### config.mk
export PLATFORM = sky130hd
export DESIGN_NAME = order_rx
export DESIGN_NICKNAME = d
export VERILOG_FILES = /design/src/rtl/order_rx.sv
export SDC_FILE = /design/constraint.sdc
export NUM_CORES = 1
export LEC_CHECK = 0
export BUFFER_PORTS_ARGS = -buffer_cell sky130_fd_sc_hd__buf_2
export CAP_MARGIN = 20
export CORE_UTILIZATION = 45
export CTS_BUF_LIST = sky130_fd_sc_hd__clkbuf_8
export DETAILED_ROUTE_END_ITERATION = 7
export PLACE_DENSITY = 0.72
export REMOVE_ABC_BUFFERS = 1
export SLEW_MARGIN = 10
export SYNTH_ARGS = -nofsm -noshare
export SYNTH_HDL_FRONTEND = slang
export SYNTH_SLANG_ARGS = --single-unit
### constraint.sdc
create_clock -name clock -period 1.9 [get_ports clock]
set_input_delay 0.475 -clock clock [delete_from_list [all_inputs] [get_ports clock]]
set_output_delay 0.475 -clock clock [all_outputs]
set_load 0.02 [all_outputs]
### src/rtl/order_rx.sv
// Serial order-link receiver: syncs comEn/data_ping_in, samples each bit at mid-period, rebuilds the word.
// Optional ORDER_RX_PARITY_EN appends an even-parity bit to each frame and adds a sticky parity_err output.
module order_rx #(
  parameter int CLKS_PER_BIT = 6,
  parameter int WORD_W       = 32
) (
  input  logic              clock,
  input  logic              CPU_RESETN,
  input  logic              comEn,
  input  logic              data_ping_in,
  output logic [WORD_W-1:0] order_out,
  output logic              order_valid,
  input  logic              order_ack,
  output logic              frame_err,
  output logic              overrun,
  output logic              busy,
  input  logic              err_clr,
`ifdef ORDER_RX_PARITY_EN
  output logic              parity_err,
`endif
  output logic [2:0]        state_dbg
);

  // Handshake: order_valid=1 means order_out holds an unconsumed word; the word is
  // consumed on any rising edge where order_valid=1 and order_ack=1. A new word
  // loaded on that same edge wins, so order_valid stays 1 with fresh data.

`ifdef ORDER_RX_PARITY_EN
  localparam int FRAME_BITS = WORD_W + 1;
`else
  localparam int FRAME_BITS = WORD_W;
`endif
  localparam int CNT_W = $clog2(CLKS_PER_BIT);
  localparam int BIT_W = $clog2(FRAME_BITS + 1);

  localparam logic [CNT_W-1:0] PH_HALF  = CNT_W'(CLKS_PER_BIT / 2);
  localparam logic [CNT_W-1:0] PH_LAST  = CNT_W'(CLKS_PER_BIT - 1);
  localparam logic [BIT_W-1:0] LAST_BIT = BIT_W'(FRAME_BITS - 1);

  typedef enum logic [2:0] {
    S_IDLE    = 3'd0,
    S_SHIFT   = 3'd1,
    S_STOP    = 3'd2,
    S_WAITLOW = 3'd3,
    S_DONE    = 3'd4
  } state_t;

  state_t state, state_nxt;

  logic com_m, com_s, com_d;
  logic dat_m, dat_s;
  logic [CNT_W-1:0]      phase_cnt;
  logic [BIT_W-1:0]      bit_cnt;
  logic [FRAME_BITS-1:0] shift_reg;

  logic ld_start, shift_en, set_ferr, set_ovr, load_word, set_perr, par_ok;

  assign busy      = (state != S_IDLE);
  assign state_dbg = state;

`ifdef ORDER_RX_PARITY_EN
  assign par_ok = ~^shift_reg;
`else
  assign par_ok = 1'b1;
`endif

  always_ff @(posedge clock or negedge CPU_RESETN) begin
    if (!CPU_RESETN) begin
      com_m <= 1'b0;
      com_s <= 1'b0;
      com_d <= 1'b0;
      dat_m <= 1'b0;
      dat_s <= 1'b0;
    end else begin
      com_m <= comEn;
      com_s <= com_m;
      com_d <= com_s;
      dat_m <= data_ping_in;
      dat_s <= dat_m;
    end
  end

  always_ff @(posedge clock or negedge CPU_RESETN) begin
    if (!CPU_RESETN) state <= S_IDLE;
    else             state <= state_nxt;
  end

  always_comb begin
    state_nxt = state;
    ld_start  = 1'b0;
    shift_en  = 1'b0;
    set_ferr  = 1'b0;
    set_ovr   = 1'b0;
    load_word = 1'b0;
    set_perr  = 1'b0;
    case (state)
      S_IDLE: begin
        if (com_s && !com_d) begin
          ld_start  = 1'b1;
          state_nxt = S_SHIFT;
        end
      end
      S_SHIFT: begin
        if (phase_cnt == PH_HALF) begin
          if (!com_s) begin
            set_ferr  = 1'b1;
            state_nxt = S_IDLE;
          end else begin
            shift_en = 1'b1;
            if (bit_cnt == LAST_BIT) state_nxt = S_STOP;
          end
        end
      end
      S_STOP: begin
        if (!com_s) begin
          state_nxt = S_DONE;
        end else if (phase_cnt == PH_LAST) begin
          set_ferr  = 1'b1;
          state_nxt = S_WAITLOW;
        end
      end
      S_WAITLOW: begin
        if (!com_s) state_nxt = S_IDLE;
      end
      S_DONE: begin
        state_nxt = S_IDLE;
        if (!par_ok)                         set_perr  = 1'b1;
        else if (!order_valid || order_ack)  load_word = 1'b1;
        else                                 set_ovr   = 1'b1;
      end
      default: state_nxt = S_IDLE;
    endcase
  end

  // phase_cnt is reused as the stop-window timer once all bits are in.
  always_ff @(posedge clock or negedge CPU_RESETN) begin
    if (!CPU_RESETN) begin
      phase_cnt <= '0;
      bit_cnt   <= '0;
      shift_reg <= '0;
    end else if (ld_start) begin
      phase_cnt <= CNT_W'(1);
      bit_cnt   <= '0;
    end else if (state == S_SHIFT) begin
      if (shift_en && (bit_cnt == LAST_BIT)) phase_cnt <= '0;
      else if (phase_cnt == PH_LAST)         phase_cnt <= '0;
      else                                   phase_cnt <= phase_cnt + CNT_W'(1);
      if (shift_en) begin
        shift_reg <= {shift_reg[FRAME_BITS-2:0], dat_s};
        bit_cnt   <= bit_cnt + BIT_W'(1);
      end
    end else if (state == S_STOP) begin
      phase_cnt <= phase_cnt + CNT_W'(1);
    end
  end

  always_ff @(posedge clock or negedge CPU_RESETN) begin
    if (!CPU_RESETN) begin
      order_out   <= '0;
      order_valid <= 1'b0;
    end else if (load_word) begin
      order_out   <= shift_reg[FRAME_BITS-1 -: WORD_W];
      order_valid <= 1'b1;
    end else if (order_valid && order_ack) begin
      order_valid <= 1'b0;
    end
  end

  always_ff @(posedge clock or negedge CPU_RESETN) begin
    if (!CPU_RESETN) begin
      frame_err <= 1'b0;
      overrun   <= 1'b0;
    end else begin
      if (set_ferr)     frame_err <= 1'b1;
      else if (err_clr) frame_err <= 1'b0;
      if (set_ovr)      overrun   <= 1'b1;
      else if (err_clr) overrun   <= 1'b0;
    end
  end

`ifdef ORDER_RX_PARITY_EN
  always_ff @(posedge clock or negedge CPU_RESETN) begin
    if (!CPU_RESETN)  parity_err <= 1'b0;
    else if (set_perr) parity_err <= 1'b1;
    else if (err_clr)  parity_err <= 1'b0;
  end
`else
  logic unused_perr;
  assign unused_perr = set_perr;
`endif

endmodule

**Yosys cells after proc, flatten, opt, wreduce, memory -nomap -nowiden**

Cells that the tools add are included.
W data, S select, Z words.

- Register bits after elaboration: 84
- Input port bits: 6
- Output and inout port bits: 39
- Word-level logic and storage cells: 80

- Add/subtract/negate cells: 2
- Eq/ne operators: 12
- Mux-type cells: 35
- Bitwise operators: 1
- Reduce and logical (&&, ||, !) cells: 17

Operator list:

| operator | number |
|---|---|
| $mux W3 | 12 |
| $mux W1 | 18 |
| $mux W6 | 3 |
| $pmux W3 S4 | 1 |
| $reduce_bool A2 Y1 | 5 |
| $eq A3 B2 Y1 const B | 3 |
| $add A6 B1 Y6 const B | 1 |
| $eq A3 B3 Y1 const B | 2 |
| $eq A6 B5 Y1 const B | 1 |
| $ne A2 B2 Y1 const B | 3 |
| $ne A3 B3 Y1 const B | 2 |
| $reduce_bool A3 Y1 | 2 |
| $reduce_and A5 Y1 | 1 |
| $add A3 B1 Y3 const B | 1 |
| $eq A3 B1 Y1 const B | 1 |
| $logic_and A1 B1 Y1 | 3 |
| $logic_not A3 Y1 | 1 |
| $reduce_and A3 Y1 | 1 |
| $logic_not A1 Y1 | 2 |
| $pmux W1 S2 | 1 |
| $reduce_and A2 Y1 | 1 |
| $logic_or A1 B1 Y1 | 1 |
| $not A1 Y1 | 1 |

**Depth between registers and ports, before layout**

Gate-level depths: netlist of run 1.

- Word-level depth: 7
- Depth in mapped cells: 7
- Depth with buffers taken out: 6

**Least setup slack after synthesis of run 1**

Ideal clock, no wire load.

- Path type: register -> output
- Start point: register state[1] (netlist: state_dbg[1])
- End point: output busy
- Arrival: 1.142 ns
- Data required time: 1.425 ns
- Setup slack: 0.283 ns
- Stages on the path, launching flop included: 3
- Buffers on the path: 1
- Cell sequence: dfrtp_1 -> buf_2 -> or3_1

- Longest elaborated chain between the ends: 1

Ends and longest elaborated chain:

| element | line | RTL |
|---|---|---|
| start: declaration | 48 | `state_t state, state_nxt;` |
| start signal: assignment | 85 | `else state <= state_nxt;` |
| $reduce_bool A3 Y1 | 58 | `assign busy = (state != S_IDLE);` |
| end: declaration | 16 | `output logic busy,` |

No other way between the ends.

**Worst setup path after layout of run 1**

Ends and elaborated chain as after synthesis.

==> results of run 1 <==
## kinds of logic after synthesis
group,after synthesis
flip-flops,84
multiplexers,65
AND/OR/NAND/NOR,36
AO/OA/AOI/OAI,19
buffers and inverters,16
XOR/XNOR,4
adder cells (fa/ha/maj),4
## area by class of cell
| type | count | area, µm² |
|---|---|---|
| Timing Repair Buffer | 55 | 352.8 |
| Clock buffer | 10 | 137.6 |
| Tap cell | 96 | 120.1 |
| Multi-Input combinational cell | 128 | 1141 |
| Sequential cell | 84 | 2102 |
| Clock inverter | 6 | 38.79 |
| Inverter | 6 | 22.52 |
| Fill cell | 610 | 3067 |
## final timing paths
| kind | startpoint | end | slack (ps) |
|---|---|---|---|
| worst max-delay path | state_dbg[1] | busy | 70 |
| worst min-delay path | CPU_RESETN | state_dbg[0] | 30 |
| worst min register to register | dat_m | dat_s | 350 |
| max in group asynchronous | CPU_RESETN | order_out[0] | 1330 |
| worst max register to register | phase_cnt[0] | phase_cnt[0] | 160 |
| min in group clock | data_ping_in | dat_m | 240 |
## where the power goes
group,switching (W),total [W],internal (W)
Clock,0.000614,0.00112,0.000508
Sequential,0.000104,0.00203,0.00192
Combinational,0.000298,0.000536,0.000238
## placed cells by master (no fill, tap or decap), drive strengths merged, types with 2 or more instances in the layout
cell type   n
o21ai       5
o21bai      2
clkbuf     10
dfrtp      84
xor2        3
inv         8
a21oi       5
buf        55
nor2b       3
nand2b      4
o31ai       2
o22ai       2
nor4        2
mux2       64
nand4       2
nor2        7
clkinv      3
ha          4
nand3       5
nand2       8
## routing by layer
metal | part of all wire (%) | track usage (%) | vias to the layer above
li1 | - | - | 910
met1 | 49 | 20.92 | 952
met2 | 45 | 24.24 | 48
met3 | 4.7 | 5.278 | 4
met4 | 0.90 | 5.279 | 0
met5 | 0 | 0 | -
## repair_timing
item                                    4_1_cts  5_1_grt
endpoints found under the setup margin        1        1
buffers inserted                              0        1
gates resized for setup                       1        2
## worst max-delay path, delay by kind of cell, from the launching register on
family | cells | cell delay, ps
buffers and inverters | 2 | 280
flip-flops | 1 | 390
AND/OR/NAND/NOR | 1 | 350
## stage by stage
step / total power, W / TNS [ps]
floorplan: 0.002395 / -8430
global placement: 0.002578 / 0
detailed placement: 0.002605 / 0
CTS: 0.003746 / 0
global route: 0.003901 / 0
finish: 0.003684 / 0
==> metrics.cfg, run 1 <==
[outcome]
status=finished, final reports clean

[logic_synthesis]
synth_top_family_by_area=multiplexers
syn_area_um2=3329
synth_compound_area_share_pct=3.533
synthArstFlopShare_pct=100.0
synthSimpleGateAreaFrac_pct=6.088
syn_inst=228
yosysTopAreaCell=dfrtp_1
synth_cell_types=32
ys_seq_area_share_pct=63.13
synth_mux_area_share_pct=21.95
avgSynthCellArea_um2=14.60
synth_fa_ha_area_share_pct=1.503
ys.flop_type=dfrtp_1
yosysWarnings=0
ys_seq_elements=84
yosys.area.top_type_share_pct=63.13
synthTopCellsByCount=dfrtp_1, mux2_2, mux2_1
yosysMostFrequentCell=dfrtp_1
synth_area_leaders=dfrtp_1, mux2_2, mux2_1
synth_xor_area_share_pct=1.052
synth_edf_count=0

[floorplan]
design.portCount=45
start_util_pct=47.69
core_um2=6982
die_x_um=88.02
die-area_um2=7747
rows=30
dieHeight_um=88.02

[critical_path]
rr_worst_depth=6
startpoint_type=register
cp_max_fo=2
slowest_delay_ps=390
crit_chain=buf_6 -> or3_1 -> buf_4
critical_path_required_ps=1420
critPathKind=register to primary output
slowest_stage=dfrtp_1
cp.arrival_ps=1360
crit_path_end_kind=primary output

[timing]
finalSetupViolCount=0
fin_ws_ps=65.46
worstMarginPinSlew_ps=368.5
slew_headroom_pct=75.23
max_freq_mhz=545.1
skew_ps=6.537
drv_slew=0
fin_crit_sh_pct=96.55
hold_viol=0
fin_worst_hold_slack_ps=27.44
finalCriticalPeriod_ps=1835
grt_setup_unrepaired=false

[power_and_ir_drop]
peakVddDrop_v=0.0005945
p_leak_nw=2.132
powerDensity_nw_per_um2=941.1

[clock_network]
clkSlewWorstSetupHoldPaths_ps=80
cts_sinks=84
insertion_delay_ps=340
numCtsBuffers=9
clockBufferDepth=2
cts_tree=done
htreeDepth=3
ctsHoldBuffers=0
clockRootBuffer=clkbuf_8

[finish]
drive_above_1_share_pct=37.72
antennaDiodeCount=0
fin_cells=385
area_growth_pct=17.59
nets=294
fin_area_um2=3915
finish.utilization_pct=56.08

[drt]
dr.first_iter.drc_count=59
dr.pass1.iters=4
via_count=1914
drc=0
routed_wl_mm=5.348
routed_via_density=4.971
detail-route-antenna-nets=0
wire_per_inst_um=13.89

[placement]
place_inst=368
portBuffers=44
dpl.hpwl_mm=3.539
place_ws_ps=167.0
gp_congestion=0.8120
place_area_um2=3721

[grt]
grt_pass1_vias=2010
grt_max_degree=35
overflow=0
grt_pass1_wl_mm=9.156
antenna_found_initial=0
track_usage_pct=15.69

[run]
cap_violations=0

[hold_path]
hold_path_class=primary input to async pin

Note: power is estimated with default switching activity, not from simulation.
==> run 2: changes to the inputs <==
ABC_CLOCK_PERIOD_IN_PS = 1900   (was not set)
CORE_UTILIZATION = 59   (was 45)
PLACE_DENSITY = 0.88   (was 0.72)
==> run 2 against run 1 <==
  * Final area grew 0.42%
  * Register-to-register slack about the same
  * Routed wire length grew 2.9%
  * Largest power group unchanged
  * Fmax shrank 0.35%
  * Critical endpoint unchanged
  * Via count rose by 3.7%
  * Sequential cell count stayed put
  * Worst setup slack worse by 6.4 ps
  * Sequential power about the same
==> metrics.cfg, run 2 (synthesis gave the netlist of run 1 again) <==
[outcome]
status=finished, final reports clean

[timing]
finalSetupViolCount=0  ; unchanged
worstMarginPinSlew_ps=445.1  ; +76.62 ps
fin_crit_sh_pct=96.89  ; +0.34 points
fin_worst_hold_slack_ps=235.5  ; +208.1 ps
max_freq_mhz=543.2  ; -0.35%
slew_headroom_pct=70.30  ; -4.9 points
finalCriticalPeriod_ps=1841  ; +6.373 ps
skew_ps=8.282  ; +1.745 ps
drv_slew=0  ; unchanged
hold_viol=0  ; unchanged
grt_setup_unrepaired=false

[critical_path]
slowest_stage=dfrtp_1
crit_path_end_kind=primary output
cp_max_fo=4  ; +2
slowest_delay_ps=390  ; about the same
cp.arrival_ps=1370  ; about the same
critical_path_required_ps=1420  ; about the same
startpoint_type=register
critPathKind=register to primary output
crit_chain=buf_6 -> or3_1 -> buf_4

[finish]
nets=294  ; unchanged
num-fill-cells=365  ; -40%
fin_area_um2=3931  ; +0.42%
final_common_cell=dfrtp_1
final_cell_mix=dfrtp_1, buf_2, mux2_2, mux2_1, clkbuf_8
drive_above_1_share_pct=37.02  ; -0.69 points
area_growth_pct=18.08
register_area_um2=2102  ; unchanged
antennaDiodeCount=0  ; unchanged
multi_input_area_um2=1136  ; -0.44%

[power_and_ir_drop]
seq_power_share_pct=49.8  ; -5.2 points
peakVddDrop_v=0.0006943  ; +17%
switching_share_pct=25.55  ; -2.0 points
p_sw_w=0.001041  ; +2.6%
intPower_w=0.003034  ; +14%
finalPower_w=0.004076  ; +11%
p_leak_nw=2.157  ; +1.2%
powerDensity_nw_per_um2=1037  ; +10%
p_comb_share_pct=13.6  ; -0.9 points
clkPwrFrac_pct=36.6  ; +6.1 points

[placement]
portBuffers=44  ; unchanged
dpl.hpwl_mm=3.640  ; +2.9%
gp_congestion=0.8053  ; -0.83%
place_area_um2=3664  ; -1.5%

[grt]
overflow=0  ; unchanged
antenna_found_initial=0  ; unchanged
grt_max_degree=45  ; +29%
track_usage_pct=20.70  ; +5.0 points
grt_pass1_vias=1979  ; -1.5%
grt_pass1_wl_mm=9.342  ; +2.0%

[drt]
routed_via_density=5.529  ; +11%
dr.pass1.iters=4  ; unchanged
drc=0  ; unchanged
dr.first_iter.drc_count=155  ; +160%
wire_per_inst_um=15.33  ; +10%
detail-route-antenna-nets=0  ; unchanged
via_count=1985  ; +3.7%
routed_wl_mm=5.502  ; +2.9%

[hold_path]
hold_path_class=primary input to register

[floorplan]
design.portCount=45  ; unchanged
die-area_um2=5947  ; -23%
core_um2=5270  ; -25%
rows=26  ; -13%
dieHeight_um=77.12  ; -12%
start_util_pct=63.18  ; +15 points
die_x_um=77.12  ; -12%

[clock_network]
numCtsBuffers=9  ; unchanged
clkSlewWorstSetupHoldPaths_ps=80  ; about the same
clockRootBuffer=clkbuf_8
cts_sinks=84  ; unchanged
htreeDepth=3  ; unchanged
cts_tree=done
insertion_delay_ps=350  ; about the same
clockBufferDepth=2  ; unchanged

[run]
cap_violations=0  ; unchanged

[run 2: cell count changes in the layout (fill, tap and decap cells not counted)]
cell           delta
clkbuf_8          -1
dlygate4sd3_1     +1
clkinv_2          -1
clkinvlp_4        -1
clkinv_4          +1
inv_6             -1
nand3_1           +1
nand3_2           -1
bufinv_16         +3
buf_12            -1
[run 2: area by class of cell]
cell class	count	area share [%]
Timing Repair Buffer	55	8.721
Clock inverter	7	2.960
Inverter	6	0.5729
Sequential cell	84	53.47
Tap cell	70	2.228
Multi-Input combinational cell	128	28.90
Clock buffer	9	3.151
[run 2: path summary, 6_finish.rpt]
kind,startpoint,to,slack [ps],depth (start not counted)
min reg2reg,com_m,com_s,360,0
max reg2reg,phase_cnt[0],shift_reg[5],150,4
min in group asynchronous,CPU_RESETN,shift_reg[19],550,2
min,data_ping_in,dat_m,240,1
max in group asynchronous,CPU_RESETN,order_out[26],790,3
max,state_dbg[1],busy,60,3
[run 2: per-stage QoR]
stage	instances	TNS, ps	setup slack, ps	util, %
final	359	0	59.09	74.60
after global routing	359	0	7.602	74.60
after CTS	358	0	1.385	74.34
after detailed placement	341	0	176.0	69.52
after global placement	341	0	218.7	69.52
after floorplan	218	-8430	-263.4	-
[run 2: power groups by stage]
stage	clock, W	combinational [W]	sequential (W)
after floorplan	0	0.000331	0.00206
after global placement	0	0.000513	0.00205
after detailed placement	0	0.000533	0.00206
after CTS	0.00152	0.000548	0.00203
after global routing	0.00160	0.000615	0.00205
final	0.00149	0.000553	0.00203
[run 2: routing by layer]
layer  track usage (%)  vias up  share of wire [%]
li1                  -      918                  -
met1             29.01     1006                 47
met2             30.97       54                 48
met3             5.119        7                4.0
met4             8.679        0                1.1
met5                 0        -                  0
[run 2: repair_timing]
action / in CTS / in global routing
setup buffers: 0 / 1
endpoints found under the hold margin: 2 / 0
resized for setup: 1 / 2
endpoints found under the setup margin: 1 / 1
cloned: 0 / 0
hold buffers: 1 / 0
[run 2: critical path, delay by kind of cell, from the launching register on]
family / cells / cell delay (ps)
buf+inv: 2 / 280
flops: 1 / 390
simple gates: 1 / 350
